$ cat src/rtl/spi_slave_regs_if.sv
// Signal bundle for spi_slave_regs: SPI pins, local register port and commit/status pulses.
// The slave modport is the responder's view; the master modport is the driver's view.
interface spi_slave_regs_if #(
  parameter int DATA_WIDTH = 8,
  parameter int IDX_WIDTH  = 4
);
  logic                  sclk_i;
  logic                  mosi_i;
  logic                  ss_n_i;
  logic                  miso_o;
  logic [IDX_WIDTH-1:0]  loc_addr_i;
  logic                  loc_we_i;
  logic [DATA_WIDTH-1:0] loc_wdata_i;
  logic [DATA_WIDTH-1:0] loc_rdata_o;
  logic                  wr_valid_o;
  logic [IDX_WIDTH-1:0]  wr_addr_o;
  logic [DATA_WIDTH-1:0] wr_data_o;
  logic                  rd_done_o;
  logic                  addr_err_o;

  modport slave (
    input  sclk_i, mosi_i, ss_n_i, loc_addr_i, loc_we_i, loc_wdata_i,
    output miso_o, loc_rdata_o, wr_valid_o, wr_addr_o, wr_data_o, rd_done_o, addr_err_o
  );

  modport master (
    output sclk_i, mosi_i, ss_n_i, loc_addr_i, loc_we_i, loc_wdata_i,
    input  miso_o, loc_rdata_o, wr_valid_o, wr_addr_o, wr_data_o, rd_done_o, addr_err_o
  );
endinterface

$ cat src/rtl/spi_slave_regs.sv
// SPI responder with a local register file: oversamples SCLK in the pclk domain, decodes
// address/data frames (LSB first, sample on SCLK fall) and offers a local read/write port.
//
// state  | meaning
// S_IDLE | slave select inactive; miso held high
// S_ADDR | shifting in the address byte
// S_DATA | shifting data in (write) or out on miso (read)
module spi_slave_regs #(
  parameter int DATA_WIDTH  = 8,
  parameter int NUM_REGS    = 16,
  parameter int SYNC_STAGES = 2
) (
  input logic              pclk_i,
  input logic              prst_i,
  spi_slave_regs_if.slave  bus
);
  localparam int DW = DATA_WIDTH;
  localparam logic [2:0] LAST_BIT = 3'(DW - 1);

  typedef enum logic [1:0] {S_IDLE, S_ADDR, S_DATA} state_t;

  state_t                 state;
  logic [SYNC_STAGES-1:0] sclk_sync, mosi_sync, ss_n_sync;
  logic                   sclk_q;
  logic [2:0]             bit_cnt;
  logic [DW-2:0]          addr_sr, data_sr, tx_sr;
  logic [DW-1:0]          addr_q;
  logic [DW-1:0]          regs [NUM_REGS];

  logic          sync_sclk, sync_mosi, sync_ss_n, fall_evt, last_evt, spi_commit;
  logic [DW-1:0] addr_full, data_full, rd_val;

  // Index is only valid when the unused address bits are clear and it fits the file.
  function automatic logic idx_ok(input logic [DW-1:0] a);
    return (a[6:4] == 3'b000) && (int'(a[3:0]) < NUM_REGS);
  endfunction

  always_ff @(posedge pclk_i or posedge prst_i) begin
    if (prst_i) begin
      sclk_sync <= '1;
      mosi_sync <= '1;
      ss_n_sync <= '1;
      sclk_q    <= 1'b1;
    end else begin
      sclk_sync <= {sclk_sync[SYNC_STAGES-2:0], bus.sclk_i};
      mosi_sync <= {mosi_sync[SYNC_STAGES-2:0], bus.mosi_i};
      ss_n_sync <= {ss_n_sync[SYNC_STAGES-2:0], bus.ss_n_i};
      sclk_q    <= sclk_sync[SYNC_STAGES-1];
    end
  end

  assign sync_sclk  = sclk_sync[SYNC_STAGES-1];
  assign sync_mosi  = mosi_sync[SYNC_STAGES-1];
  assign sync_ss_n  = ss_n_sync[SYNC_STAGES-1];
  assign fall_evt   = sclk_q & ~sync_sclk;
  assign last_evt   = fall_evt && (bit_cnt == LAST_BIT);
  assign addr_full  = {sync_mosi, addr_sr};
  assign data_full  = {sync_mosi, data_sr};
  assign rd_val     = idx_ok(addr_full) ? regs[addr_full[3:0]] : '1;
  assign spi_commit = !sync_ss_n && (state == S_DATA) && last_evt && addr_q[DW-1] && idx_ok(addr_q);

  always_ff @(posedge pclk_i or posedge prst_i) begin
    if (prst_i) begin
      state          <= S_IDLE;
      bit_cnt        <= '0;
      addr_sr        <= '0;
      data_sr        <= '0;
      tx_sr          <= '1;
      addr_q         <= '0;
      bus.miso_o     <= 1'b1;
      bus.wr_valid_o <= 1'b0;
      bus.wr_addr_o  <= '0;
      bus.wr_data_o  <= '0;
      bus.rd_done_o  <= 1'b0;
      bus.addr_err_o <= 1'b0;
    end else begin
      bus.wr_valid_o <= 1'b0;
      bus.rd_done_o  <= 1'b0;
      bus.addr_err_o <= 1'b0;
      if (sync_ss_n) begin
        state      <= S_IDLE;
        bit_cnt    <= '0;
        bus.miso_o <= 1'b1;
      end else begin
        case (state)
          S_IDLE: begin
            bit_cnt    <= '0;
            bus.miso_o <= 1'b1;
            state      <= S_ADDR;
          end
          S_ADDR: begin
            if (fall_evt) begin
              addr_sr <= {sync_mosi, addr_sr[DW-2:1]};
              bit_cnt <= bit_cnt + 3'd1;
              if (last_evt) begin
                addr_q  <= addr_full;
                bit_cnt <= '0;
                state   <= S_DATA;
                // Read: first bit goes out during the inter-byte gap.
                if (!sync_mosi) begin
                  tx_sr      <= rd_val[DW-1:1];
                  bus.miso_o <= rd_val[0];
                end
              end
            end
          end
          S_DATA: begin
            if (fall_evt) begin
              bit_cnt <= bit_cnt + 3'd1;
              if (addr_q[DW-1]) begin
                data_sr <= {sync_mosi, data_sr[DW-2:1]};
              end else begin
                bus.miso_o <= tx_sr[0];
                tx_sr      <= {1'b1, tx_sr[DW-2:1]};
              end
              if (last_evt) begin
                bit_cnt    <= '0;
                state      <= S_ADDR;
                bus.miso_o <= 1'b1;
                if (!idx_ok(addr_q)) begin
                  bus.addr_err_o <= 1'b1;
                end else if (addr_q[DW-1]) begin
                  bus.wr_valid_o <= 1'b1;
                  bus.wr_addr_o  <= addr_q[3:0];
                  bus.wr_data_o  <= data_full;
                end else begin
                  bus.rd_done_o <= 1'b1;
                end
              end
            end
          end
          default: state <= S_IDLE;
        endcase
      end
    end
  end

  // SPI commit is applied after the local write so it wins on an index collision.
  always_ff @(posedge pclk_i or posedge prst_i) begin
    if (prst_i) begin
      for (int i = 0; i < NUM_REGS; i++) regs[i] <= '0;
      bus.loc_rdata_o <= '0;
    end else begin
      if (bus.loc_we_i && (int'(bus.loc_addr_i) < NUM_REGS)) regs[bus.loc_addr_i] <= bus.loc_wdata_i;
      if (spi_commit) regs[addr_q[3:0]] <= data_full;
      bus.loc_rdata_o <= (int'(bus.loc_addr_i) < NUM_REGS) ? regs[bus.loc_addr_i] : '0;
    end
  end
endmodule
$ cat src/flat_wrapper.sv
// flat-port wrapper written by rule: the top's interface ports become plain ports
module spi_slave_regs_flat 
#(
  parameter int DATA_WIDTH  = 8,
  parameter int NUM_REGS    = 16,
  parameter int SYNC_STAGES = 2
)
  (pclk_i, prst_i, bus_sclk_i, bus_mosi_i, bus_ss_n_i, bus_loc_addr_i, bus_loc_we_i, bus_loc_wdata_i, bus_miso_o, bus_loc_rdata_o, bus_wr_valid_o, bus_wr_addr_o, bus_wr_data_o, bus_rd_done_o, bus_addr_err_o);
  spi_slave_regs_if #(.DATA_WIDTH(DATA_WIDTH)) bus_i ();
  input logic pclk_i;
  input logic prst_i;
  input wire logic [$bits(bus_i.sclk_i)-1:0] bus_sclk_i;
  input wire logic [$bits(bus_i.mosi_i)-1:0] bus_mosi_i;
  input wire logic [$bits(bus_i.ss_n_i)-1:0] bus_ss_n_i;
  input wire logic [$bits(bus_i.loc_addr_i)-1:0] bus_loc_addr_i;
  input wire logic [$bits(bus_i.loc_we_i)-1:0] bus_loc_we_i;
  input wire logic [$bits(bus_i.loc_wdata_i)-1:0] bus_loc_wdata_i;
  output wire logic [$bits(bus_i.miso_o)-1:0] bus_miso_o;
  output wire logic [$bits(bus_i.loc_rdata_o)-1:0] bus_loc_rdata_o;
  output wire logic [$bits(bus_i.wr_valid_o)-1:0] bus_wr_valid_o;
  output wire logic [$bits(bus_i.wr_addr_o)-1:0] bus_wr_addr_o;
  output wire logic [$bits(bus_i.wr_data_o)-1:0] bus_wr_data_o;
  output wire logic [$bits(bus_i.rd_done_o)-1:0] bus_rd_done_o;
  output wire logic [$bits(bus_i.addr_err_o)-1:0] bus_addr_err_o;
  assign bus_i.sclk_i = bus_sclk_i;
  assign bus_i.mosi_i = bus_mosi_i;
  assign bus_i.ss_n_i = bus_ss_n_i;
  assign bus_i.loc_addr_i = bus_loc_addr_i;
  assign bus_i.loc_we_i = bus_loc_we_i;
  assign bus_i.loc_wdata_i = bus_loc_wdata_i;
  assign bus_miso_o = bus_i.miso_o;
  assign bus_loc_rdata_o = bus_i.loc_rdata_o;
  assign bus_wr_valid_o = bus_i.wr_valid_o;
  assign bus_wr_addr_o = bus_i.wr_addr_o;
  assign bus_wr_data_o = bus_i.wr_data_o;
  assign bus_rd_done_o = bus_i.rd_done_o;
  assign bus_addr_err_o = bus_i.addr_err_o;
  spi_slave_regs #(.DATA_WIDTH(DATA_WIDTH), .NUM_REGS(NUM_REGS), .SYNC_STAGES(SYNC_STAGES)) u_core (.pclk_i(pclk_i), .prst_i(prst_i), .bus(bus_i));
endmodule
$ cat config.mk
export PLATFORM = sky130hd
export DESIGN_NAME = spi_slave_regs_flat
export DESIGN_NICKNAME = d
export VERILOG_FILES = /design/src/rtl/spi_slave_regs_if.sv /design/src/rtl/spi_slave_regs.sv /design/src/flat_wrapper.sv
export SDC_FILE = /design/constraint.sdc
export NUM_CORES = 1
export LEC_CHECK = 0
export CAP_MARGIN = 20
export CORE_UTILIZATION = 56
export DETAILED_ROUTE_END_ITERATION = 7
export GPL_TIMING_DRIVEN = 0
export PLACE_DENSITY = 0.77
export SKIP_LAST_GASP = 1
export SLEW_MARGIN = 20
export SYNTH_ARGS = -nofsm -noshare
export SYNTH_HDL_FRONTEND = slang
export SYNTH_SLANG_ARGS = --single-unit
export TNS_END_PERCENT = 20
$ cat constraint.sdc
create_clock -name pclk_i -period 7.52 [get_ports pclk_i]
set_clock_uncertainty 0.2 [all_clocks]
set_input_delay 1.88 -clock pclk_i [delete_from_list [all_inputs] [get_ports pclk_i]]
set_output_delay 1.88 -clock pclk_i [all_outputs]
set_load 0.02 [all_outputs]
### Word level (Yosys, flattened, before mapping)

Index checks and enable logic that the tools add are counted.

| word-level totals | value |
|---|---|
| logic and storage cells | 139 |
| bits in latches | 0 |
| RAM bits | 0 |
| memories kept | 0 |
| input bits | 18 |
| bits in read-only memories | 0 |
| register bits | 193 |
| output and inout bits | 24 |

| cells by class | value |
|---|---|
| bitwise gates (word level) | 6 |
| order comparisons | 5 |
| shifts and indexed selects | 0 |
| divide/modulo/power cells | 0 |
| multipliers | 0 |
| $add $sub $neg | 1 |
| muxes and demuxes | 56 |
| eq/ne operators | 15 |
| reductions and logical operators | 23 |

Operators by type and width:

| cell | count |
|---|---|
| bitwise mux 128 bit | 2 |
| 2-to-1 mux 128 bit | 2 |
| binary-select mux 8 bit (select 4 bit) | 2 |
| demux 8 bit (select 4 bit) | 2 |
| 2-to-1 mux 8 bit | 7 |
| 2-to-1 mux 7 bit | 5 |
| 2-to-1 mux 1 bit | 24 |
| >= comparator 5 bit (second input constant) | 3 |
| != test 3 x 1 -> 1 bit (second input constant) | 5 |
| NOT 4 -> 5 bit | 3 |
| one-hot mux 7 bit (2 select lines) | 1 |
| AND reduction 4 bit | 3 |
| AND reduction 6 bit | 2 |
| < comparator 5 x 1 -> 1 bit (second input constant) | 2 |
| 2-to-1 mux 2 bit | 5 |
| 2-to-1 mux 3 bit | 3 |
| logical AND 1 bit | 7 |
| AND reduction 7 bit | 1 |
| zero test 3 bit | 2 |
| != test 2 x 1 -> 1 bit (second input constant) | 3 |
| one-hot mux 2 bit (3 select lines) | 1 |
| one-hot mux 3 bit (2 select lines) | 1 |
| != test 2 bit (second input constant) | 2 |
| != test 4 x 3 -> 1 bit (second input constant) | 1 |
| other kinds (16) | 17 |

### Depth between registers and ports, before layout

Gate-level depths: netlist (run 1).

| depth | value |
|---|---|
| depth in word-level cells | 10 |
| mapped depth | 8 |
| gate-level depth less buffers | 7 |

### Least setup slack after synthesis (run 1)

OpenSTA, ideal clock, no wires.

| path | value |
|---|---|
| kind | input port to flip-flop |
| from | in bus_loc_addr_i[1] |
| to | reg u_core.bus.loc_rdata_o[0] |
| buffers on the path | 2 |
| setup time | 0.138 ns |
| cell stages on the path | 4 |
| setup slack | 3.975 ns |
| arrival | 3.207 ns |
| data required time | 7.182 ns |
| cells stage by stage | buf_2 > buf_1 > mux4_2 > mux4_2 |

| between the ends | value |
|---|---|
| word-level cells in the longest chain between the ends | 4 |

Ends and longest elaborated chain:

| item | line | RTL |
|---|---|---|
| start, declared | flat_wrapper.sv:15 | `input wire logic [$bits(bus_i.loc_addr_i)-1:0] bus_loc_addr_i;` |
| NOT 4 -> 5 bit (implied by the code) | spi_slave_regs.sv:146 | `bus.loc_rdata_o <= (int'(bus.loc_addr_i) < NUM_REGS) ? regs[bus.loc_addr_i] : '0;` |
| binary-select mux 8 bit (select 4 bit) | spi_slave_regs.sv:146 |  |
| 2-to-1 mux 8 bit (implied by the code) (2 in a row) | spi_slave_regs.sv:146 |  |
| end signal, assigned | spi_slave_regs.sv:146 |  |
| end, declared | spi_slave_regs_if.sv:23 | `output miso_o, loc_rdata_o, wr_valid_o, wr_addr_o, wr_data_o, rd_done_o, addr_err_o` |

Every way passes these cells. The select of a mux whose other input is x is not followed.
A chain may end at the register's enable or synchronous reset.

### Worst setup path in the final report (run 1)

| path | value |
|---|---|
| from | in bus_loc_addr_i[1] |
| to | reg u_core.bus.loc_rdata_o[2] |

The elaborated chain is that of the path after synthesis.

==> impl_metrics.tcl, run 1 <==
set metrics [dict create \
    status "complete, no violations" \
    die_area_um2 20100 \
    report.final.hold_viol_count 0 \
    fp.dieW_um 142 \
    drive_gt1_frac 0.217 \
    final_area_um2 12200 \
    synth_cells 955 \
    drt_iter0_drc 809 \
    ir_drop_uv 189 \
    routabilityCongestion 0.976 \
    antennaDiodeCount 0 \
    stdcell_count 1286 \
    grt_usage 0.320 \
    drt-wirelength-per-cell_um 23.3 \
    via_per_inst 6.34 \
    firstDrtPassIters 5 \
    max_stage_delay_ns 0.63 \
    antenna_left 0 \
    r2r-end "u_core.regs[126]$_DFF_PP0_" \
    critPathMaxFanout 10 \
    yosys.area.top_type "dfrtp_1" \
    post_cts_resized 0 \
    finalSetupTns_ns 0 \
    cts_tree "done" \
    clk_latency_ns 0.44 \
    cpMostUsedCell "mux4_2" \
    fin_util 0.648 \
    postSynthNetCount 980 \
    synth_edf_count 0 \
    max_freq_mhz 238 \
    coreArea_um2 18900 \
    r2r_cells 8 \
    antenna_found_initial 1 \
    grt_max_degree 80 \
    r2r_start "u_core.bit_cnt[0]$_DFFE_PP0P_" \
    vias 8151 \
    critical_path.startpoint "bus_loc_addr_i[1]" \
    hold_buffers 0 \
    ys_types 54 \
    wirelength_mm 30.0 \
    cts_max_level 4 \
    post-route-min-period_ns 4.20 \
    async_flop_share 1.00 \
    worst_hold_path.endpoint "u_core.mosi_sync[1]$_DFF_PP1_" \
    slew-limit-headroom 0.359 \
    fin_hold_ws_ns 0.158 \
    synth_seq_cells 193 \
    tightest_slew_ns 0.956 \
    synth.most_common_cell "dfrtp_1" \
    io_buffers 37 \
    holdPathStages 0 \
    reg2reg_slack_ns 4.77 \
    maxCapViolCount 0 \
    p_leak_nw 5.40 \
    synth_ff_type "dfrtp_1" \
    die_h_um 142 \
    synth_area_um2 10900 \
    grt_pass1_vias 8215 \
    cts.path.max_buffers 2 \
    avgSynthCellArea_um2 11.4 \
    synth.area.top_cells "dfrtp_1, mux4_2, mux2i_1" \
    start_util 0.579 \
    drc 0 \
    criticalPathCategory "in -> reg" \
    path_clk_slew_ns 0.07 \
    rows 50 \
    grt_pass1_wl_mm 47.4 \
    nets 1038 \
    ios 42 \
    post_cts_buffers 0 \
    overflow 0 \
    endpoint_kind "register" \
    area_delta_synth_final_pct 12.0 \
    hp-class "reg -> reg" \
    yosys_warnings 0 \
    synth_top_area_frac 0.408 \
    power.density_nw_per_um2 242 \
    worstHoldStart "u_core.mosi_sync[0]$_DFF_PP1_" \
    root_buffer "clkbuf_16" \
    worstPathRequired_ns 7.62 \
    fill_cells 1517 \
    path_cells "clkdlybuf4s50_1, buf_2, buf_1, mux4_2, mux4_2" \
    dpl.cell_count 1254 \
    cts.sinks 193 \
    report.final.slew_viol_count 0 \
    place_area_um2 11700 \
    setup_viol 0 \
    cp.arrival_ns 4.30 \
    cts_buffers 17 \
    fin_crit_sh 0.558 \
    ys_seq_area_frac 0.444 \
    ys_top_cells_by_count "dfrtp_1, nor2_1, a21oi_1" \
    crit_path_top_delay_cell "buf_1" \
    rsz0062_at_grt "no" \
    dp_hpwl_mm 22.5 \
    start_kind "input port" \
]
-- through the flow --
| step | total power, W | setup slack (ns) |
|---|---|---|
| after floorplan | 0.00185 | 0.209 |
| after global placement | 0.00203 | -2.37 |
| after detailed placement | 0.00207 | 2.93 |
| after CTS | 0.00294 | 3.37 |
| after global routing | 0.00307 | 3.29 |
| final | 0.00296 | 3.32 |
-- metal layers --
metal | share of wire | vias to the layer above | track usage
met3 | 0.095 | 54 | 0.0837
li1 | - | 3580 | -
met2 | 0.47 | 389 | 0.504
met5 | 0.00053 | - | 0
met1 | 0.40 | 4126 | 0.433
met4 | 0.029 | 2 | 0.111
-- layout by cell type, fill, tap and decap left out, types with 3 or more instances in the layout --
master,instances
mux4_2,71
a211oi_1,13
mux2i_1,129
buf_6,13
dfrtp_1,178
nand2_2,13
inv_6,3
buf_4,6
clkbuf_1,32
nand4_1,4
clkbuf_16,17
a21oi_2,10
nor4_4,4
nor3b_1,7
buf_1,9
ha_1,7
nor2b_1,14
dfstp_2,15
nor2_1,144
clkinv_4,3
mux2_2,25
nand2b_1,8
a21oi_1,132
nand2_1,50
or3_1,5
nor3_2,3
clkdlybuf4s50_1,37
inv_1,4
nor4_1,7
buf_2,18
-- worst max-delay path: cells and delay by family --
family	cells	cell delay, ns
buffers and inverters	3	1.44
muxes	2	0.97
-- how the worst max path moves through the flow --
stage / endpoint / slack (ns) / depth (start not counted)
after floorplan: u_core.addr_q[0]$_DFFE_PP0P_ / 0.21 / 1
after global placement: u_core.regs[110]$_DFF_PP0_ / -2.37 / 2
after detailed placement: u_core.bus.loc_rdata_o[3]$_DFF_PP0_ / 2.93 / 5
after CTS: u_core.bus.loc_rdata_o[3]$_DFF_PP0_ / 3.37 / 5
after global routing: u_core.bus.loc_rdata_o[3]$_DFF_PP0_ / 3.29 / 5
final: u_core.bus.loc_rdata_o[2]$_DFF_PP0_ / 3.32 / 5
-- final cells by class --
cell class	count	area, µm²	area share
buffer	76	429	0.0350
clock buffer	21	450	0.0368
clock inverter	11	108	0.00879
inverter	5	26.3	0.00215
multi-input combinational	681	5630	0.460
sequential	193	4850	0.396
tap	260	325	0.0266
timing repair buffer	39	425	0.0347
-- report_power, final --
group,total (W),internal [W],switching [W],leakage [nW]
logic,0.000642,0.000350,0.000291,2.89
clock network,0.000888,0.000470,0.000419,0.268
registers,0.00143,0.00125,0.000175,2.24
-- state kept, by name (all words and copies together) (netlist names), 2 cells and up --
register / flops
u_core.mosi_sync: 2
u_core.ss_n_sync: 2
u_core.addr_q: 8
u_core.bit_cnt: 3
u_core.data_sr: 7
u_core.sclk_sync: 2
u_core.state: 2
u_core.bus.wr_addr_o: 4
u_core.bus.loc_rdata_o: 8
u_core.tx_sr: 7
u_core.bus.wr_data_o: 8
u_core.addr_sr: 7
u_core.regs: 128
-- cell families (layout without fill, tap and decap cells) --
| family | count (synthesis) | count (layout) | synth area share |
|---|---|---|---|
| compound gates | 168 | 168 | 0.0883 |
| fa+ha+maj | 7 | 7 | 0.00801 |
| buf+inv | 81 | 152 | 0.0410 |
| flops | 193 | 193 | 0.444 |
| mux | 225 | 225 | 0.290 |
| simple gates | 281 | 281 | 0.129 |
Power figures use the tool's default switching activity.
==> run 2, diff against run 1 <==
clock period = 3.4 ns   (was 7.52 ns; I/O delays follow)
==> impl_metrics.tcl, run 2 (synthesis gave the netlist of run 1 again) <==
set metrics [dict create \
    stdcell_count 1289 \
    rows 50 \
    fin_crit_sh 0.931 \
    switching_share 0.292 \
    start_kind "input port" \
    post_cts_resized 0 \
    place_area_um2 11800 \
    slew-limit-headroom 0.362 \
    vias 8268 \
    post_cts_buffers 0 \
    antennaDiodeCount 0 \
    p_int_w 0.00471 \
    seq_power_share 0.478 \
    final_area_um2 12300 \
    root_buffer "clkbuf_16" \
    reg2reg_slack_ns 0.57 \
    clkPwrFrac 0.308 \
    drc 0 \
    path_clk_slew_ns 0.07 \
    start_util 0.579 \
    firstDrtPassIters 7 \
    r2r_cells 8 \
    criticalPathCategory "in -> reg" \
    die_area_um2 20100 \
    cts_tree "done" \
    ir_drop_uv 390 \
    cts_buffers 17 \
    hold_buffers 0 \
    endpoint "u_core.bus.loc_rdata_o[2]$_DFF_PP0_" \
    cts.sinks 193 \
    cts.path.max_buffers 2 \
    grt_pass1_wl_mm 48.5 \
    r2r_start "u_core.bit_cnt[0]$_DFFE_PP0P_" \
    status "complete, no violations" \
    p_leak_nw 5.43 \
    drive_gt1_frac 0.221 \
    power.density_nw_per_um2 539 \
    drt-wirelength-per-cell_um 23.7 \
    die_h_um 142 \
    report.final.slew_viol_count 0 \
    tightest_slew_ns 0.952 \
    via_per_inst 6.41 \
    post-route-min-period_ns 3.17 \
    final_cell_mix "dfrtp_1, nor2_1, a21oi_1" \
    top_register "u_core.regs" \
    endpoint_kind "register" \
    combPwrFrac 0.214 \
    cts_max_level 4 \
    worstPathRequired_ns 3.50 \
    grt_usage 0.326 \
    grt_pass1_vias 8143 \
    multi_input_area_um2 5630 \
    fill_cells 1472 \
    dpl.cell_count 1258 \
    ios 42 \
    critical_path.startpoint "bus_loc_addr_i[1]" \
    rsz0062_at_grt "no" \
    max_freq_mhz 316 \
    antenna_found_initial 0 \
    coreArea_um2 18900 \
    largest_register_ffs 128 \
    antenna_left 0 \
    critPathMaxFanout 10 \
    wirelength_mm 30.5 \
    io_buffers 37 \
    drt_iter0_drc 841 \
    cp.arrival_ns 3.27 \
    final_common_cell "dfrtp_1" \
    dp_hpwl_mm 23.3 \
    setup_viol 0 \
    maxCapViolCount 0 \
    p_switching_w 0.00194 \
    seq_area_um2 4850 \
    hp-class "reg -> reg" \
    nets 1042 \
    overflow 0 \
    r2r-end "u_core.regs[102]$_DFF_PP0_" \
    report.final.hold_viol_count 0 \
    grt_max_degree 35 \
    routabilityCongestion 0.983 \
    clk_latency_ns 0.45 \
    fp.dieW_um 142 \
    area_delta_synth_final_pct 12.9 \
]
## run 2: cell types whose count changed in the layout (fill, tap and decap cells not counted), sizes merged
cell / change
buf: +4
inv: -4
clkinv: -3
clkinvlp: +3
clkbuf: +2
bufinv: +1
## run 2: cell type report
| class | count | share of cell area |
|---|---|---|
| plain buffers | 76 | 0.0348 |
| clock buffers | 23 | 0.0395 |
| clock inverters | 8 | 0.00841 |
| inverters | 5 | 0.00182 |
| multi-input cells | 681 | 0.457 |
| flip-flops and latches | 193 | 0.393 |
| well taps | 260 | 0.0264 |
| repair buffers | 43 | 0.0397 |
## run 2: critical path, cell delays in order
cell	delay, ns
clkdlybuf4s50_1	0.49
buf_2	0.31
buf_1	0.64
mux4_2	0.44
mux4_2	0.53
## run 2: per-layer routing
metal | up-vias | GRT usage | wire length [µm]
met4 | 0 | 0.128 | 1100
met3 | 83 | 0.0850 | 2940
met2 | 429 | 0.499 | 14200
li1 | 3602 | - | -
met5 | - | 0 | 0
met1 | 4154 | 0.448 | 12200
## run 2: metrics by stage
| step | util | total power [W] | hold WS [ns] | setup TNS, ns | setup slack (ns) |
|---|---|---|---|---|---|
| after CTS | 0.653 | 0.00660 | 0.157 | 0 | 0.282 |
| after global placement | 0.616 | 0.00449 | 0.145 | -309.90 | -1.69 |
| after floorplan | - | 0.00409 | 0.145 | -22.82 | -0.128 |
| final | 0.653 | 0.00665 | 0.157 | 0 | 0.234 |
| after global routing | 0.653 | 0.00690 | 0.160 | 0 | 0.228 |
| after detailed placement | 0.622 | 0.00459 | 0.148 | -0.995 | -0.167 |
## run 2: worst min path at each step
stage | from | to | slack [ns] | cells after the start
floorplan | u_core.mosi_sync[0]$_DFF_PP1_ | u_core.mosi_sync[1]$_DFF_PP1_ | 0.15 | 0
global placement | u_core.sclk_sync[0]$_DFF_PP1_ | u_core.sclk_sync[1]$_DFF_PP1_ | 0.15 | 0
detailed placement | u_core.ss_n_sync[0]$_DFF_PP1_ | u_core.ss_n_sync[1]$_DFF_PP1_ | 0.15 | 0
CTS | u_core.ss_n_sync[0]$_DFF_PP1_ | u_core.ss_n_sync[1]$_DFF_PP1_ | 0.16 | 0
global route | u_core.sclk_sync[0]$_DFF_PP1_ | u_core.sclk_sync[1]$_DFF_PP1_ | 0.16 | 0
finish | u_core.ss_n_sync[0]$_DFF_PP1_ | u_core.ss_n_sync[1]$_DFF_PP1_ | 0.16 | 0
## run 2: power by group through the flow
stage	Clock, W	Sequential, W	Combinational [W]
after floorplan	0	0.00306	0.00102
after global placement	0	0.00316	0.00134
after detailed placement	0	0.00318	0.00141
after CTS	0.00204	0.00315	0.00141
after global routing	0.00214	0.00322	0.00154
final	0.00205	0.00318	0.00142
